### config.mk
export PLATFORM = sky130hd
export DESIGN_NAME = delay_tap_ctrl
export DESIGN_NICKNAME = d
export VERILOG_FILES = /design/src/rtl/delay_tap_ctrl_pkg.sv /design/src/rtl/delay_tap_ctrl_err_counter.sv /design/src/rtl/delay_tap_ctrl.sv
export SDC_FILE = /design/constraint.sdc
export NUM_CORES = 1
export LEC_CHECK = 0
export BUFFER_PORTS_ARGS = -buffer_cell sky130_fd_sc_hd__clkbuf_2
export CAP_MARGIN = 20
export CORE_AREA = 2 2 101 83
export CTS_CLUSTER_DIAMETER = 100
export CTS_CLUSTER_SIZE = 28
export DETAILED_ROUTE_END_ITERATION = 8
export DIE_AREA = 0 0 103 85
export PLACE_DENSITY = 0.8
export REMOVE_ABC_BUFFERS = 1
export SLEW_MARGIN = 25
export SYNTH_ARGS = -nofsm -noshare
export SYNTH_HDL_FRONTEND = slang
export SYNTH_SLANG_ARGS = --single-unit
export TNS_END_PERCENT = 100
### constraint.sdc
create_clock -name clk -period 2.3 [get_ports clk]
set_clock_uncertainty 0.15 [all_clocks]
set_input_delay 0.115 -clock clk [delete_from_list [all_inputs] [get_ports clk]]
set_output_delay 0.115 -clock clk [all_outputs]
set_load 0.005 [all_outputs]
### src/rtl/delay_tap_ctrl_pkg.sv
`default_nettype none
// ============================================================================
//  Module      : delay_tap_ctrl_pkg
//  Description : Shared types and width helpers for the chip-select delay tap
//                controller.
//  Revision    : 1.0 - initial release
// ============================================================================
package delay_tap_ctrl_pkg;

    localparam int DEF_MAX_TAP = 15;
    localparam int DEF_SETTLE  = 16;
    localparam int DEF_DWELL   = 1024;
    localparam int DEF_CNT_W   = 16;

    typedef enum logic [2:0] {
        ST_IDLE       = 3'd0,
        ST_WAIT_APPLY = 3'd1,
        ST_SETTLE     = 3'd2,
        ST_DWELL      = 3'd3,
        ST_EVAL       = 3'd4,
        ST_FINISH     = 3'd5,
        ST_DONE       = 3'd6
    } cal_state_e;

    function automatic int tap_width(input int max_tap);
        return (max_tap < 1) ? 1 : $clog2(max_tap + 1);
    endfunction

    // The phase counter only ever needs to reach max(SETTLE, DWELL) - 1.
    function automatic int cyc_width(input int settle, input int dwell);
        int m;
        m = (settle > dwell) ? settle : dwell;
        return (m > 1) ? $clog2(m) : 1;
    endfunction

endpackage
`default_nettype wire

### src/rtl/delay_tap_ctrl_err_counter.sv
`default_nettype none
// ============================================================================
//  Module      : sat_err_counter
//  Description : Saturating error counter with synchronous clear and enable.
//  Revision    : 1.0 - initial release
// ============================================================================
module sat_err_counter
    import delay_tap_ctrl_pkg::*;
#(
    parameter int CNT_W = DEF_CNT_W
) (
    input  logic             clk,
    input  logic             rst_n,
    input  logic             clr_i,
    input  logic             en_i,
    output logic [CNT_W-1:0] cnt_o
);

    logic [CNT_W-1:0] cnt_q;

    always_ff @(posedge clk or negedge rst_n) begin
        if (!rst_n) begin
            cnt_q <= '0;
        end else if (clr_i) begin
            cnt_q <= '0;
        end else if (en_i && (cnt_q != {CNT_W{1'b1}})) begin
            cnt_q <= cnt_q + 1'b1;
        end
    end

    assign cnt_o = cnt_q;

endmodule
`default_nettype wire

### src/rtl/delay_tap_ctrl.sv
`default_nettype none
// ============================================================================
//  Module      : delay_tap_ctrl
//  Description : Owns the chip-select delay-line tap: manual inc/dec plus an
//                automatic error-count calibration sweep, applied only while
//                chip-select is idle.
//  Revision    : 1.0 - initial release
// ============================================================================
module delay_tap_ctrl
    import delay_tap_ctrl_pkg::*;
#(
    parameter int MAX_TAP = DEF_MAX_TAP,
    parameter int TAP_W   = tap_width(MAX_TAP),
    parameter int SETTLE  = DEF_SETTLE,
    parameter int DWELL   = DEF_DWELL,
    parameter int CNT_W   = DEF_CNT_W
) (
    input  logic             clk,
    input  logic             rst_n,
    input  logic             inc_pulse,
    input  logic             dec_pulse,
    input  logic             cal_start,
    input  logic             cs,
    input  logic             chk_valid,
    input  logic             chk_err,
    output logic [TAP_W-1:0] tap,
    output logic             busy,
    output logic             cal_done,
    output logic             cal_fail,
    output logic [CNT_W-1:0] best_err
);

    localparam int               CYC_W         = cyc_width(SETTLE, DWELL);
    localparam logic [TAP_W-1:0] C_MAX_TAP     = TAP_W'(MAX_TAP);
    localparam logic [CYC_W-1:0] C_SETTLE_LAST = CYC_W'(SETTLE - 1);
    localparam logic [CYC_W-1:0] C_DWELL_LAST  = CYC_W'(DWELL - 1);

    cal_state_e       state_q, state_d;
    logic [TAP_W-1:0] tap_q;
    logic [TAP_W-1:0] req_q, req_d;
    logic [TAP_W-1:0] orig_q, orig_d;
    logic [TAP_W-1:0] cur_q, cur_d;
    logic [TAP_W-1:0] best_tap_q, best_tap_d;
    logic [CNT_W-1:0] best_err_q, best_err_d;
    logic [CYC_W-1:0] cyc_q, cyc_d;
    logic             busy_q, busy_d;
    logic             cal_done_q, cal_done_d;
    logic             cal_fail_q, cal_fail_d;
    logic [CNT_W-1:0] err_cnt;
    logic             cnt_clr;
    logic             cnt_en;

    // Checker results are only meaningful once the new tap has settled.
    assign cnt_clr = (state_q == ST_SETTLE);
    assign cnt_en  = (state_q == ST_DWELL) && chk_valid && chk_err;

    sat_err_counter #(
        .CNT_W (CNT_W)
    ) u_err_cnt (
        .clk   (clk),
        .rst_n (rst_n),
        .clr_i (cnt_clr),
        .en_i  (cnt_en),
        .cnt_o (err_cnt)
    );

    // Only move the delay line between frames; a pending request waits.
    always_ff @(posedge clk or negedge rst_n) begin
        if (!rst_n) begin
            tap_q <= '0;
        end else if (cs && (tap_q != req_q)) begin
            tap_q <= req_q;
        end
    end

    always_ff @(posedge clk or negedge rst_n) begin
        if (!rst_n) begin
            state_q    <= ST_IDLE;
            req_q      <= '0;
            orig_q     <= '0;
            cur_q      <= '0;
            best_tap_q <= '0;
            best_err_q <= '0;
            cyc_q      <= '0;
            busy_q     <= 1'b0;
            cal_done_q <= 1'b0;
            cal_fail_q <= 1'b0;
        end else begin
            state_q    <= state_d;
            req_q      <= req_d;
            orig_q     <= orig_d;
            cur_q      <= cur_d;
            best_tap_q <= best_tap_d;
            best_err_q <= best_err_d;
            cyc_q      <= cyc_d;
            busy_q     <= busy_d;
            cal_done_q <= cal_done_d;
            cal_fail_q <= cal_fail_d;
        end
    end

    always_comb begin
        state_d    = state_q;
        req_d      = req_q;
        orig_d     = orig_q;
        cur_d      = cur_q;
        best_tap_d = best_tap_q;
        best_err_d = best_err_q;
        cyc_d      = cyc_q;
        busy_d     = busy_q;
        cal_done_d = 1'b0;
        cal_fail_d = cal_fail_q;

        case (state_q)
            ST_IDLE: begin
                if (cal_start) begin
                    orig_d     = req_q;
                    req_d      = '0;
                    cur_d      = '0;
                    best_err_d = '1;
                    best_tap_d = req_q;
                    busy_d     = 1'b1;
                    cal_fail_d = 1'b0;
                    state_d    = ST_WAIT_APPLY;
                end else if (inc_pulse && !dec_pulse) begin
                    req_d = (req_q == C_MAX_TAP) ? '0 : req_q + 1'b1;
                end else if (dec_pulse && !inc_pulse) begin
                    req_d = (req_q == '0) ? C_MAX_TAP : req_q - 1'b1;
                end
            end
            ST_WAIT_APPLY: begin
                if (tap_q == cur_q) begin
                    cyc_d   = '0;
                    state_d = ST_SETTLE;
                end
            end
            ST_SETTLE: begin
                if (cyc_q == C_SETTLE_LAST) begin
                    cyc_d   = '0;
                    state_d = ST_DWELL;
                end else begin
                    cyc_d = cyc_q + 1'b1;
                end
            end
            ST_DWELL: begin
                if (cyc_q == C_DWELL_LAST) begin
                    cyc_d   = '0;
                    state_d = ST_EVAL;
                end else begin
                    cyc_d = cyc_q + 1'b1;
                end
            end
            ST_EVAL: begin
                // Strict compare: on a tie the earlier (lower) tap is kept.
                if (err_cnt < best_err_q) begin
                    best_err_d = err_cnt;
                    best_tap_d = cur_q;
                end
                if (cur_q == C_MAX_TAP) begin
                    state_d = ST_FINISH;
                end else begin
                    cur_d   = cur_q + 1'b1;
                    req_d   = cur_q + 1'b1;
                    state_d = ST_WAIT_APPLY;
                end
            end
            ST_FINISH: begin
                if (best_err_q == '0) begin
                    req_d      = best_tap_q;
                    cal_fail_d = 1'b0;
                end else begin
                    req_d      = orig_q;
                    cal_fail_d = 1'b1;
                end
                state_d = ST_DONE;
            end
            ST_DONE: begin
                if (tap_q == req_q) begin
                    cal_done_d = 1'b1;
                    busy_d     = 1'b0;
                    state_d    = ST_IDLE;
                end
            end
            default: begin
                state_d = ST_IDLE;
            end
        endcase
    end

    assign tap      = tap_q;
    assign busy     = busy_q;
    assign cal_done = cal_done_q;
    assign cal_fail = cal_fail_q;
    assign best_err = best_err_q;

endmodule
`default_nettype wire

Word level (Yosys, flattened, before mapping)
Index checks and enable logic that the tools add are counted.
W data, S select, Z words.
{"block": "totals", "regBits": 68, "in_bits": 8, "output_inout_bits": 23}
{"block": "classes", "magnitude_cmp": 1, "reduce_logical": 25, "n_eq_ne": 22, "mux": 37, "addsub": 5}
{"operator": "$mux W16", "count": 4}
{"operator": "$mux W4", "count": 10}
{"operator": "$pmux W16 S2", "count": 1}
{"operator": "$mux W10", "count": 3}
{"operator": "$pmux W10 S3", "count": 1}
{"operator": "$pmux W3 S7", "count": 1}
{"operator": "$mux W3", "count": 6}
{"operator": "$add A16 B1 Y16 const B", "count": 1}
{"operator": "$logic_not A16 Y1", "count": 1}
{"operator": "$lt A16 B16 Y1", "count": 1}
{"operator": "$ne A16 B16 Y1 const B", "count": 1}
{"operator": "$pmux W4 S2", "count": 2}
{"operator": "$pmux W4 S3", "count": 1}
{"operator": "$reduce_and A3 Y1", "count": 4}
{"operator": "$add A10 B1 Y10 const B", "count": 1}
{"operator": "$eq A10 B10 Y1 const B", "count": 1}
{"operator": "$eq A10 B4 Y1 const B", "count": 1}
{"operator": "$ne A2 B2 Y1 const B", "count": 5}
{"operator": "$eq A3 B3 Y1 const B", "count": 3}
{"operator": "$add A4 B1 Y4 const B", "count": 2}
{"operator": "$eq A4 B4 Y1", "count": 2}
{"operator": "$eq A4 B4 Y1 const B", "count": 2}
{"operator": "$reduce_bool A2 Y1", "count": 4}
{"operator": "$eq A3 B2 Y1 const B", "count": 2}
{"operator": "other kinds (14)", "count": 30}

Depth between registers and ports, before layout
{"block": "depth", "depth_word": 6, "depth_mapped": 8, "ltp_nobuf": 7}

Cells and area by module
Synthesis repeated with hierarchy kept, for this count alone.
{"block": "unflattened", "cells_unflattened": 455, "area_unflattened_um2": 4291.6}
{"mod": "delay_tap_ctrl", "instances": 1, "cells_each": 357, "area_per_inst_um2": 3349.5, "seq_area_each_um2": 1301.2}
{"mod": "sat_err_counter", "instances": 1, "cells_each": 98, "area_per_inst_um2": 942.2, "seq_area_each_um2": 400.4}

Worst setup path after synthesis
Ideal clock, no wire load.
{"block": "synth_path", "path_kind": "register -> register", "start": "register u_err_cnt.cnt_q[15], in the netlist u_err_cnt.cnt_o[15]", "end": "register best_tap_q[0]", "setup_ns": 0.125, "path_stages_with_launch": 6, "required_time_ns": 2.025, "period_less_slack_ns": 2.254, "n_path_buf": 0, "arrival_time_ns": 1.980, "path_slack_ns": 0.046, "cell_sequence": "dfrtp_1 -> ha_1 -> nand4_1 -> or3_1 -> a31oi_1 -> mux2_2"}
{"block": "synth_between", "elab_chain_len": 3}
{"element": "start: declaration", "line_no": "delay_tap_ctrl_err_counter.sv:19", "rtl": "logic [CNT_W-1:0] cnt_q;"}
{"element": "start signal: assignment", "line_no": "delay_tap_ctrl_err_counter.sv:27", "rtl": "cnt_q <= cnt_q + 1'b1;"}
{"element": "$lt A16 B16 Y1", "line_no": "delay_tap_ctrl.sv:155", "rtl": "if (err_cnt < best_err_q) begin"}
{"element": "$ne A2 B2 Y1 (no line)"}
{"element": "$reduce_and A3 Y1 (no line)"}
{"element": "end signal: assignment", "line_no": "delay_tap_ctrl.sv:93", "rtl": "best_tap_q <= best_tap_d;"}
{"element": "end: declaration", "line_no": "delay_tap_ctrl.sv:43", "rtl": "logic [TAP_W-1:0] best_tap_q, best_tap_d;"}
No other way between the ends.
A chain may end at the register's enable or synchronous reset.

Final worst setup path
{"block": "layout_path", "start": "register u_err_cnt.cnt_q[14], in the netlist u_err_cnt.cnt_o[14]", "end": "register best_err_q[10], in the netlist best_err[10]"}
{"block": "layout_between", "elab_chain_len": 3}
{"element": "$lt A16 B16 Y1", "line_no": "delay_tap_ctrl.sv:155"}
{"element": "$ne A2 B2 Y1 (no line)"}
{"element": "$reduce_and A3 Y1 (no line)"}
{"element": "end signal: assignment", "line_no": "delay_tap_ctrl.sv:94", "rtl": "best_err_q <= best_err_d;"}
{"element": "end: declaration", "line_no": "delay_tap_ctrl.sv:44", "rtl": "logic [CNT_W-1:0] best_err_q, best_err_d;"}
No other way between the ends.

==> results by group <==
Outcome
  • Run status: finished, violations left
  • Violated checks: setup timing

Timing
  • Unrepaired setup endpoints after global routing: yes
  • Fmax: between 400 and 500 MHz
  • Number of slew-limit violations in the final report: 0
  • Worst max-slew margin expressed relative to the limit: between 50% and 60%
  • Slew of the pin with the lowest slew margin: 0.653 ns
  • Worst slack on hold paths: 0.0394 ns
  • Count of final hold-check violations: 0
  • Final worst path period share: 106%
  • Total setup violations reported at the end of the flow: 19
  • Final period demand of the worst path: 2.45 ns
  • Worst-case setup margin in the final layout: -0.148 ns

Clock network
  • TritonCTS sink count: 68
  • Bufs on Longest Clock Path: 2
  • Clock transition at the register clock pins on the worst setup and hold paths after CTS: approximately 0.07 ns
  • TritonCTS Buffers: 9
  • Buffer cell driving the clock tree root: clkbuf_8
  • Clock latency of the later-clocked register in the worst-skew pair: 0.35 ns
  • Clock tree from TritonCTS: built
  • Number of levels the H-tree was split into: 3

Detailed routing
  • Overall routed net length: 10700 um
  • Avg WL per Cell: between 15 and 20 um
  • Total met2 wirelength after detailed routing: between 5000 and 6000 um
  • Top metal layer carrying routed signals: met4
  • Via count of the routed design: around 3700
  • DRC marker count from the first detailed-route iteration: roughly 260
  • Detail-routed via count per cell: 5.99
  • Remaining number of nets flagged by the antenna check after routing: 0
  • Residual DRC count: 0
  • First-pass iteration count of the detailed router: 5
  • Routed metal-1 wirelength: ~4500 um
  • Total met3 wirelength after detailed routing: roughly 730 um

Run
  • Max-capacitance violation count: 0

Synthesis
  • Fraction of the yosys area taken by sequential cells: between 40% and 50%
  • Post-synth top area share: 41.1%
  • Number of warnings reported in the yosys synthesis log: 0
  • Combined area of all synthesized cells: 4140 sq um
  • Post-synthesis async set-or-reset flop share: 100%
  • Most used flip-flop cell after synthesis: dfrtp_1
  • Synth top area cells: dfrtp_1, mux2_2, ha_1
  • Largest area contributor in the synthesized netlist: dfrtp_1
  • Number of enable flip-flop cells after synthesis: 0
  • Register bit total from synthesis: 68
  • Cell count after synthesis: 434
  • Unique masters post-synth: 58
  • Average instance area after synthesis: between 9 and 10 sq um

Setup path
  • Worst Path Buf+Inv: 1
  • FF-to-FF Start: u_err_cnt.cnt_o[14]$_DFFE_PN0P_
  • Largest delay contributor family on the critical path: compound AO/OA/AOI/OAI gates
  • Launching instance or port of the critical path: u_err_cnt.cnt_o[14]$_DFFE_PN0P_
  • Largest driver fanout on the critical path: 8
  • Type of the setup path with the least slack: reg -> reg
  • Reg2Reg Setup Slack: -0.15 ns
  • Worst EP arrival: around 2.5 ns
  • Crit path required time: between 2 and 2.5 ns
  • Critical path capture point type: flop
  • Critical path's slowest cell: o2111ai_1
  • Worst flop-to-flop path endpoint: best_err[10]$_DFFE_PN0P_
  • Cell Chain, Critical Path: ha_4 -> nand4_1 -> o2111ai_1 -> a311oi_2 -> nand3_2 -> buf_4 -> mux2_2
  • CP max stage delay: slightly below 0.5 ns
  • Category of the worst setup path launch point: flop
  • Worst Reg-to-Reg Cells: 7

Pwr
  • Worst ir drop on vdd: 0.000547 V
  • Clock power share: 18.2%
  • Switching part of the total: 40.1%
  • Internal power consumption: about 3.2 mW
  • Seq pwr share: a little under two fifths
  • Power Total: 5.36 mW
  • P_leak: roughly 2.3 nW
  • Net switching power: about 2.1 mW
  • Areal power density over the cells: roughly 1100 nW/um^2
  • Share of total power in combinational logic: 44.8%

Floorplan
  • Initial Util: between 50 and 60%
  • Number of top-level design ports: 31
  • Number of rows created at floorplan: 29
  • Die Span X: just over 100 um
  • Area of the core: ~7800 sq um
  • Floorplan die height: between 80 and 90 um
  • Die Outline Area: ~8800 sq um

Placement
  • Area after detailed placement: around 4700 sq um
  • HPWL after DPL: around 7400 um
  • Routability Congestion: 0.910
  • # port buffers: 30
  • Inst Count DP: 597

Finish
  • Sequential cell area in the final layout: between 1500 and 2000 sq um
  • Final-stage net count: 532
  • Ant. Diodes: 0
  • Multi-input gate area: ~2300 sq um
  • Leading cell types in the layout, fill and taps excluded: dfrtp_1, buf_4, o21ai_0, nand2_1, clkbuf_2
  • Final non-filler cell area: roughly 5000 sq um
  • Area growth from synthesis to layout: 20.6%
  • Number of standard cells in the layout, taps in and fillers out: approximately 620
  • Most common cell after layout, fill and taps aside: dfrtp_1
  • Filler Cells Inserted: between 600 and 700
  • Share of post-route cells with drive strength above 1: 28.5%

Global routing
  • Vias in the first global route: roughly 3600
  • First-pass GRT wire length: roughly 17000 um
  • Pin count of the biggest net entering global routing: 44
  • Global-route congestion overflow total: 0
  • Initial antenna violation count: 0
  • Gr usage total: between 20% and 30%

Worst hold path
  • Depth of the worst hold-timing path: 3
  • Endpoint, Worst Hold: busy$_DFFE_PN0P_
  • Min-Delay Startpoint: cal_start
  • Worst min-delay path class: in -> reg
[state kept, by name, summed over array words and instances (netlist names)]
signal / count
best_err: 16
best_tap_q: 4
busy: 1
cal_done: 1
cal_fail: 1
cur_q: 4
cyc_q: 10
orig_q: 4
req_q: 4
state_q: 3
tap: 4
u_err_cnt.cnt_o: 16
[timing repair]
action,CTS,global route
endpoints found under the hold margin,29,0
hold buffers,2,0
pin swaps,0,7
gates resized for setup,0,13
setup endpoints to repair,1,19
buffers inserted,1,1
[layout make-up]
class / instances / area share, %
clock inverters: 5 / 1.05
clock buffers: 10 / 2.75
repair buffers: 80 / 10.9
flip-flops and latches: 68 / 34.1
well taps: 108 / 2.70
multi-input cells: 323 / 46.9
inverters: 22 / 1.65
[cell families after synthesis]
logic type	after synthesis	share of synthesized area (%)
AOI/OAI and AO/OA	104	16.2
xor gates and xnor gates	14	2.96
adders and majority gates	20	6.04
buffers and inverters	43	4.44
DFF	68	41.1
muxes	38	10.1
and+or+nand+nor	147	19.1
[worst max path at each step]
stage	to	slack, ns	cells after the start
2_1_floorplan	u_err_cnt.cnt_o[5]$_DFFE_PN0P_	0.008	5
3_3_place_gp	best_tap_q[1]$_DFFE_PN0P_	0.1	7
3_5_place_dp	best_err[5]$_DFFE_PN0P_	0.02	8
4_1_cts	best_err[5]$_DFFE_PN0P_	0.006	8
5_1_grt	best_tap_q[3]$_DFFE_PN0P_	-0.24	7
6_report	best_err[10]$_DFFE_PN0P_	-0.15	7
[tightest hold or removal path: cells and delay by family]
kind	cells	cell delay (ns)
buf+inv	1	0.15
compound gates	2	0.23
[power groups by stage]
stage / clock network, mW / logic [mW] / registers, mW
global placement: 0 / 2.19 / 1.96
CTS: 0.994 / 2.30 / 1.96
finish: 0.977 / 2.40 / 1.98
detailed placement: 0 / 2.27 / 1.99
global route: 1.05 / 2.70 / 2.03
floorplan: 0 / 1.27 / 2.00
[metrics by stage]
stage	setup slack (ns)	setup TNS, ns	util, %
after floorplan	0.00838	0	-
after global placement	0.0962	0	60.3
after detailed placement	0.0240	0	60.3
after CTS	0.00635	0	63.1
after global routing	-0.243	-3.14	64.4
final	-0.148	-2.20	64.4
[metal layers]
| layer | track usage (%) | vias to the layer above |
|---|---|---|
| met3 | 5.52 | 26 |
| met2 | 39.2 | 149 |
| li1 | - | 1747 |
| met4 | 10.4 | 0 |
| met1 | 34.8 | 1769 |
| met5 | 0 | - |
[Yosys cell counts, types with 3 or more instances]
cell type and n:
nor3_1 9, mux2i_1 6, a21oi_1 21, xor2_1 11, a221o_1 4, nand2_1 31
xnor2_1 3, o31ai_1 8, nand3_1 20, and4_1 6, clkbuf_1 15, nor4_1 7
ha_1 20, o21ai_0 36, or3_1 7, o211ai_1 6, nor2_1 27, nor2b_1 4
mux2_2 32, a22o_1 3, and3_1 4, buf_2 3, a31oi_1 4, dfrtp_1 68
nand4_1 12, or4_1 3, nand2b_1 5, inv_1 22
(Power assumes the default switching activity.)
